[src/rtl/counter_mod_updown.sv]
// counter_mod_updown: modulo-MOD_VALUE up/down counter with clear, clamped load, terminal count and wrap pulse
// Build option: define COUNTER_MOD_SAT_EN to saturate at the boundaries instead of wrapping.
module counter_mod_updown #(
    parameter int CNT_WIDTH = 3,
    parameter int MOD_VALUE = 8
) (
    input  logic                 clk,
    input  logic                 reset_n,
    input  logic                 en,
    input  logic                 up_dn,
    input  logic                 clear,
    input  logic                 load,
    input  logic [CNT_WIDTH-1:0] load_val,
    output logic [CNT_WIDTH-1:0] counter,
    output logic                 tc,
    output logic                 wrap
);
    localparam int MAX_I = MOD_VALUE - 1;
    localparam logic [CNT_WIDTH:0] MAX_V = MAX_I[CNT_WIDTH:0];
    localparam logic [CNT_WIDTH:0] ONE = {{CNT_WIDTH{1'b0}}, 1'b1};
    logic [CNT_WIDTH-1:0] cnt_q, cnt_d;
    logic                 wrap_q, wrap_d;
    logic [CNT_WIDTH:0]   cnt_x, ld_x, step_x, next_x;
    logic                 at_top, at_zero;
    // One bit of headroom keeps the MOD_VALUE-1 compare exact when MOD_VALUE = 2^CNT_WIDTH
    always_comb begin
        cnt_x = {1'b0, cnt_q};
        ld_x = {1'b0, load_val};
        at_top = cnt_x == MAX_V;
        at_zero = cnt_x == '0;
        tc = en & (up_dn ? at_top : at_zero);
`ifdef COUNTER_MOD_SAT_EN
        step_x = up_dn ? (at_top ? MAX_V : cnt_x + ONE) : (at_zero ? '0 : cnt_x - ONE);
        wrap_d = 1'b0;
`else
        step_x = up_dn ? (at_top ? '0 : cnt_x + ONE) : (at_zero ? MAX_V : cnt_x - ONE);
        wrap_d = tc & ~clear & ~load;
`endif
        next_x = clear ? '0 : load ? (ld_x > MAX_V ? MAX_V : ld_x) : en ? step_x : cnt_x;
        cnt_d = next_x[CNT_WIDTH-1:0];
    end
    // Count and wrap-pulse registers, cleared asynchronously
    always_ff @(posedge clk or negedge reset_n) begin
        if (!reset_n) begin
            cnt_q <= '0;
            wrap_q <= 1'b0;
        end else begin
            cnt_q <= cnt_d;
            wrap_q <= wrap_d;
        end
    end
    assign counter = cnt_q;
    assign wrap = wrap_q;
endmodule

[config.mk]
export PLATFORM = sky130hd
export DESIGN_NAME = counter_mod_updown
export DESIGN_NICKNAME = d
export VERILOG_FILES = /design/src/rtl/counter_mod_updown.sv
export SDC_FILE = /design/constraint.sdc
export NUM_CORES = 1
export LEC_CHECK = 0
export CAP_MARGIN = 15
export CORE_AREA = 2 2 39 41
export DETAILED_ROUTE_END_ITERATION = 8
export DIE_AREA = 0 0 41 43
export HOLD_SLACK_MARGIN = 0.12
export SLEW_MARGIN = 20
export SYNTH_ARGS = -nofsm -noshare
export SYNTH_HDL_FRONTEND = slang
export SYNTH_SLANG_ARGS = --single-unit
[constraint.sdc]
create_clock -name clk -period 1.8 [get_ports clk]
set_input_delay 0.36 -clock clk [delete_from_list [all_inputs] [get_ports clk]]
set_output_delay 0.36 -clock clk [all_outputs]
set_load 0.1 [all_outputs]
**After elaboration in Yosys (flattened, before gate mapping)**

Cells that the tools add are included.

- Word-level logic and storage cells: 19
- Flip-flop bits (word level): 4
- Output and inout bits: 5
- Bits of input ports: 9

- Reduce and logical (&&, ||, !) cells: 2
- $add $sub $neg: 2
- Bitwise operators: 5
- Muxes and demuxes: 7
- Equal/unequal tests: 1

Operator list:

| operator | count |
|---|---|
| two-way mux 3 bit | 6 |
| adder 3 x 1 -> 3 bit, second input constant | 1 |
| AND 1 bit | 3 |
| == test 3 bit, second input constant | 1 |
| zero test 3 bit | 1 |
| nonzero test 3 bit | 1 |
| subtractor 3 x 1 -> 3 bit, second input constant | 1 |
| inverter 1 bit | 2 |
| two-way mux 1 bit | 1 |

**Longest topological paths before layout**

- Depth after elaboration: 6
- Mapped depth: 5

**Worst setup path before layout**

No wires, ideal clock.

- Path type: reg-to-output
- Start point: register cnt_q[0] (netlist: counter[0])
- End point: output port tc
- Buffers on the path: 0
- Stages on the path, launching flop included: 5
- Data arrival time: 2.722 ns
- Path slack: -1.282 ns
- Cells stage by stage: dfrtp_1 ha_1 ha_1 a21oi_1 nor2_1

- Word-level cells in the longest chain between the ends: 3
- Elaborated cells between the ends (all ways): 4
- Classes of those cells: eq/ne (1); mux (1); bitwise (1); reduce/logical (1)

Ends and longest elaborated chain:

| item | line | RTL |
|---|---|---|
| start: declaration | 21 | `logic [CNT_WIDTH-1:0] cnt_q, cnt_d;` |
| start signal: assignment | 48 | `cnt_q <= cnt_d;` |
| == test 3 bit or zero test 3 bit (tied branches) | 29, 30 |  |
| two-way mux 1 bit (*) | 31 | `tc = en & (up_dn ? at_top : at_zero);` |
| AND 1 bit (*) | 31 |  |
| end: declaration | 15 | `output logic tc,` |

Mark *: on every way between the ends. The rest lies on a longest branch, timed or not.

**Final worst setup path**

Same ends and word-level chain as after synthesis.

==> results.yml <==
clocking:
  clock-root-buffer: "clkbuf_4"
  cts_buffers: 3
  clock-sinks: 4
  htreeDepth: 1
  cts.clk_slew.worst_paths_ps: 40
  cts_buffer_depth: 2
  clk_latency_ps: 240
  cts_tree: "built"
status:
  violations: "negative setup slack"
  status: "finished with violations"
critical_path:
  crit_type: "reg2out"
  critical_path_required_ps: 1440
  cp-start-kind: "flip-flop"
  rr_startpoint: "counter[0]$_DFFE_PN0P_"
  r2r-end: "counter[2]$_DFFE_PN0P_"
  critical_path.endpoint_type: "output port"
  reg2reg_setup_slack_ps: 220
  crit_start: "counter[0]$_DFFE_PN0P_"
  critPathMaxFanout: 3
  crit_arrival_ps: 1520
  r2r_cells: 6
pwr:
  power.density_nw_per_um2: 632
  sw_frac_of_total: 0.362
  p_leak_uw: 0.000284
  combPwrFrac: 0.454
  power.internal_uw: 275
  power.switching_uw: 156
  seqPwrFrac: 0.262
  ir_worst_vdd_v: 0.000530
  p_clk_frac: 0.284
synthesis:
  syn_area_um2: 317
  yosysSeqAreaShare: 0.316
  synth.area.top_cells: "dfrtp_1 32%, ha_1 20%, a21oi_1 9.5%, inv_1 8.3%, a221oi_1 5.5%"
  synthCells: 36
  syn_avg_cell_area_um2: 8.79
  synth_fp_nets: 50
  synth_seq_cells: 4
  synth_top_area_frac: 0.316
  synth_cell_type_count: 15
  synth_top_area_cell: "dfrtp_1"
  yosysWarnings: 0
global_route:
  antenna_found_initial: 0
  grt_max_degree: 9
  grt_pass1_wl_mm: 1.51
  grt_usage: 0.130
  grt_pass1_vias: 356
  overflow: 0
sta:
  finClkSkew_ps: 7.07
  worst_slack_ps: -77.0
  slew_violations: 0
  period_share: 1.04
  setup_violations: 1
  rsz0062_at_grt: "yes"
  fmax_mhz: 533
  worstMarginPinSlew_ps: 291
  hold_viol: 0
  slew_headroom: 0.806
  tns_ps: -77.0
  fin_crit_ps: 1880
  hold_ws_ps: 321
routing:
  drc: 0
  wl_per_cell_um: 11.4
  ant_nets: 0
  first_iter_violations: 4
  postRouteWirelength_um: 891
  via_per_inst: 4.74
  dr_total_vias: 370
  dr.pass1.iters: 2
die:
  die_h_um: 43
  core_um2: 1380
  io-pin-count: 14
  die_area_um2: 1760
  num_rows: 14
  initial_utilization: 0.229
  dieWidth_um: 41
layout:
  finalNetCount: 77
  nFillCells: 129
  seqCellArea_um2: 109
  antenna_cells: 0
  multiInputGateArea_um2: 248
  drive_gt1_frac: 0.452
  syn2layout_area_growth_pct: 115
hold_path:
  hold_path.class: "in2async"
place:
  dpl.hpwl_um: 674
  gp_congestion: 0.741
  io_buffer_count: 13
flow_run:
  drv_cap: 0
## per-layer routing
metal / vias to the layer above / wire length [um] / global-route usage
met5: - / 0 / 0
met4: 0 / 0 / 0.0400
met3: 0 / 39 / 0.0628
met2: 9 / 482 / 0.197
met1: 179 / 369 / 0.155
li1: 182 / - / -
## per-stage QoR
step                utilization  worst slack, ps  power [uW]  instances  cell area, um^2
detailed placement        0.430            -16.2         290         69              596
global route              0.493             -134         457         78              682
floorplan                     -             -158         211         36              365
CTS                       0.487            -78.2         435         77              674
global placement          0.430            -17.1         289         69              596
finish                    0.493            -77.0         431         78              682
## sequential cells by signal, indices dropped and copies added (netlist names)
signal,flops
wrap,1
counter,3
## cell usage in the layout, fill, tap and decap left out
cell type	instances
buf_4	9
clkdlybuf4s50_1	8
inv_1	5
a21oi_1	5
buf_12	5
clkbuf_4	3
inv_4	2
a221oi_1	2
nand2b_1	2
ha_4	2
ha_1	2
dfrtp_4	2
nor3b_4	1
a21oi_4	1
nor2_4	1
nor4_1	1
o21ai_0	1
or3_1	1
nor3_1	1
a2111oi_1	1
a311o_1	1
nor3b_1	1
o22ai_1	1
ha_2	1
clkbuf_1	1
dfrtp_2	1
dfrtp_1	1
## power by group through the flow
| stage | logic [uW] | clock network [uW] | registers, uW |
|---|---|---|---|
| 6_report | 195 | 122 | 113 |
| 3_5_place_dp | 176 | 0 | 114 |
| 3_3_place_gp | 175 | 0 | 114 |
| 4_1_cts | 192 | 130 | 113 |
| 2_1_floorplan | 56.6 | 0 | 154 |
| 5_1_grt | 207 | 136 | 115 |
## layout make-up
class | count | share of cell area
repair buffers | 22 | 0.363
clock buffers | 4 | 0.0385
well taps | 16 | 0.0294
inverters | 7 | 0.0459
multi-input cells | 25 | 0.363
flip-flops and latches | 4 | 0.160
## worst max-delay path by stage
| stage | to | cells past startpoint |
|---|---|---|
| detailed placement | tc | 5 |
| global placement | tc | 5 |
| floorplan | tc | 5 |
| CTS | tc | 6 |
| global route | tc | 6 |
| finish | tc | 6 |
## cells in the mapped netlist
library cell  instances
a311o_1               1
a21oi_1               6
nand2b_1              2
a221oi_1              2
nor4_1                1
or3_1                 1
nor3b_1               2
inv_1                 7
dfrtp_1               4
a2111oi_1             1
nor2_1                1
ha_1                  5
o21ai_0               1
o22ai_1               1
nor3_1                1
## logic make-up after synthesis
logic type      after synthesis  synth area share
compound gates               12             0.249
fa+ha+maj                     5             0.198
buf+inv                       7            0.0830
flops                         4             0.316
simple gates                  8             0.154
## worst max-delay path, stage by stage, from the launching register on
cell and delay [ps]:
dfrtp_4 500, inv_4 80, ha_4 130, nor3b_4 230, a21oi_4 60, nor2_4 110
buf_12 180
## what timing repair did
item,4_1_cts,5_1_grt
setup buffers,4,1
endpoints found under the setup margin,1,1
gates resized for setup,4,0
hold buffers,0,0
pin swaps,4,0
No activity file was read; power rests on OpenSTA's default activity.
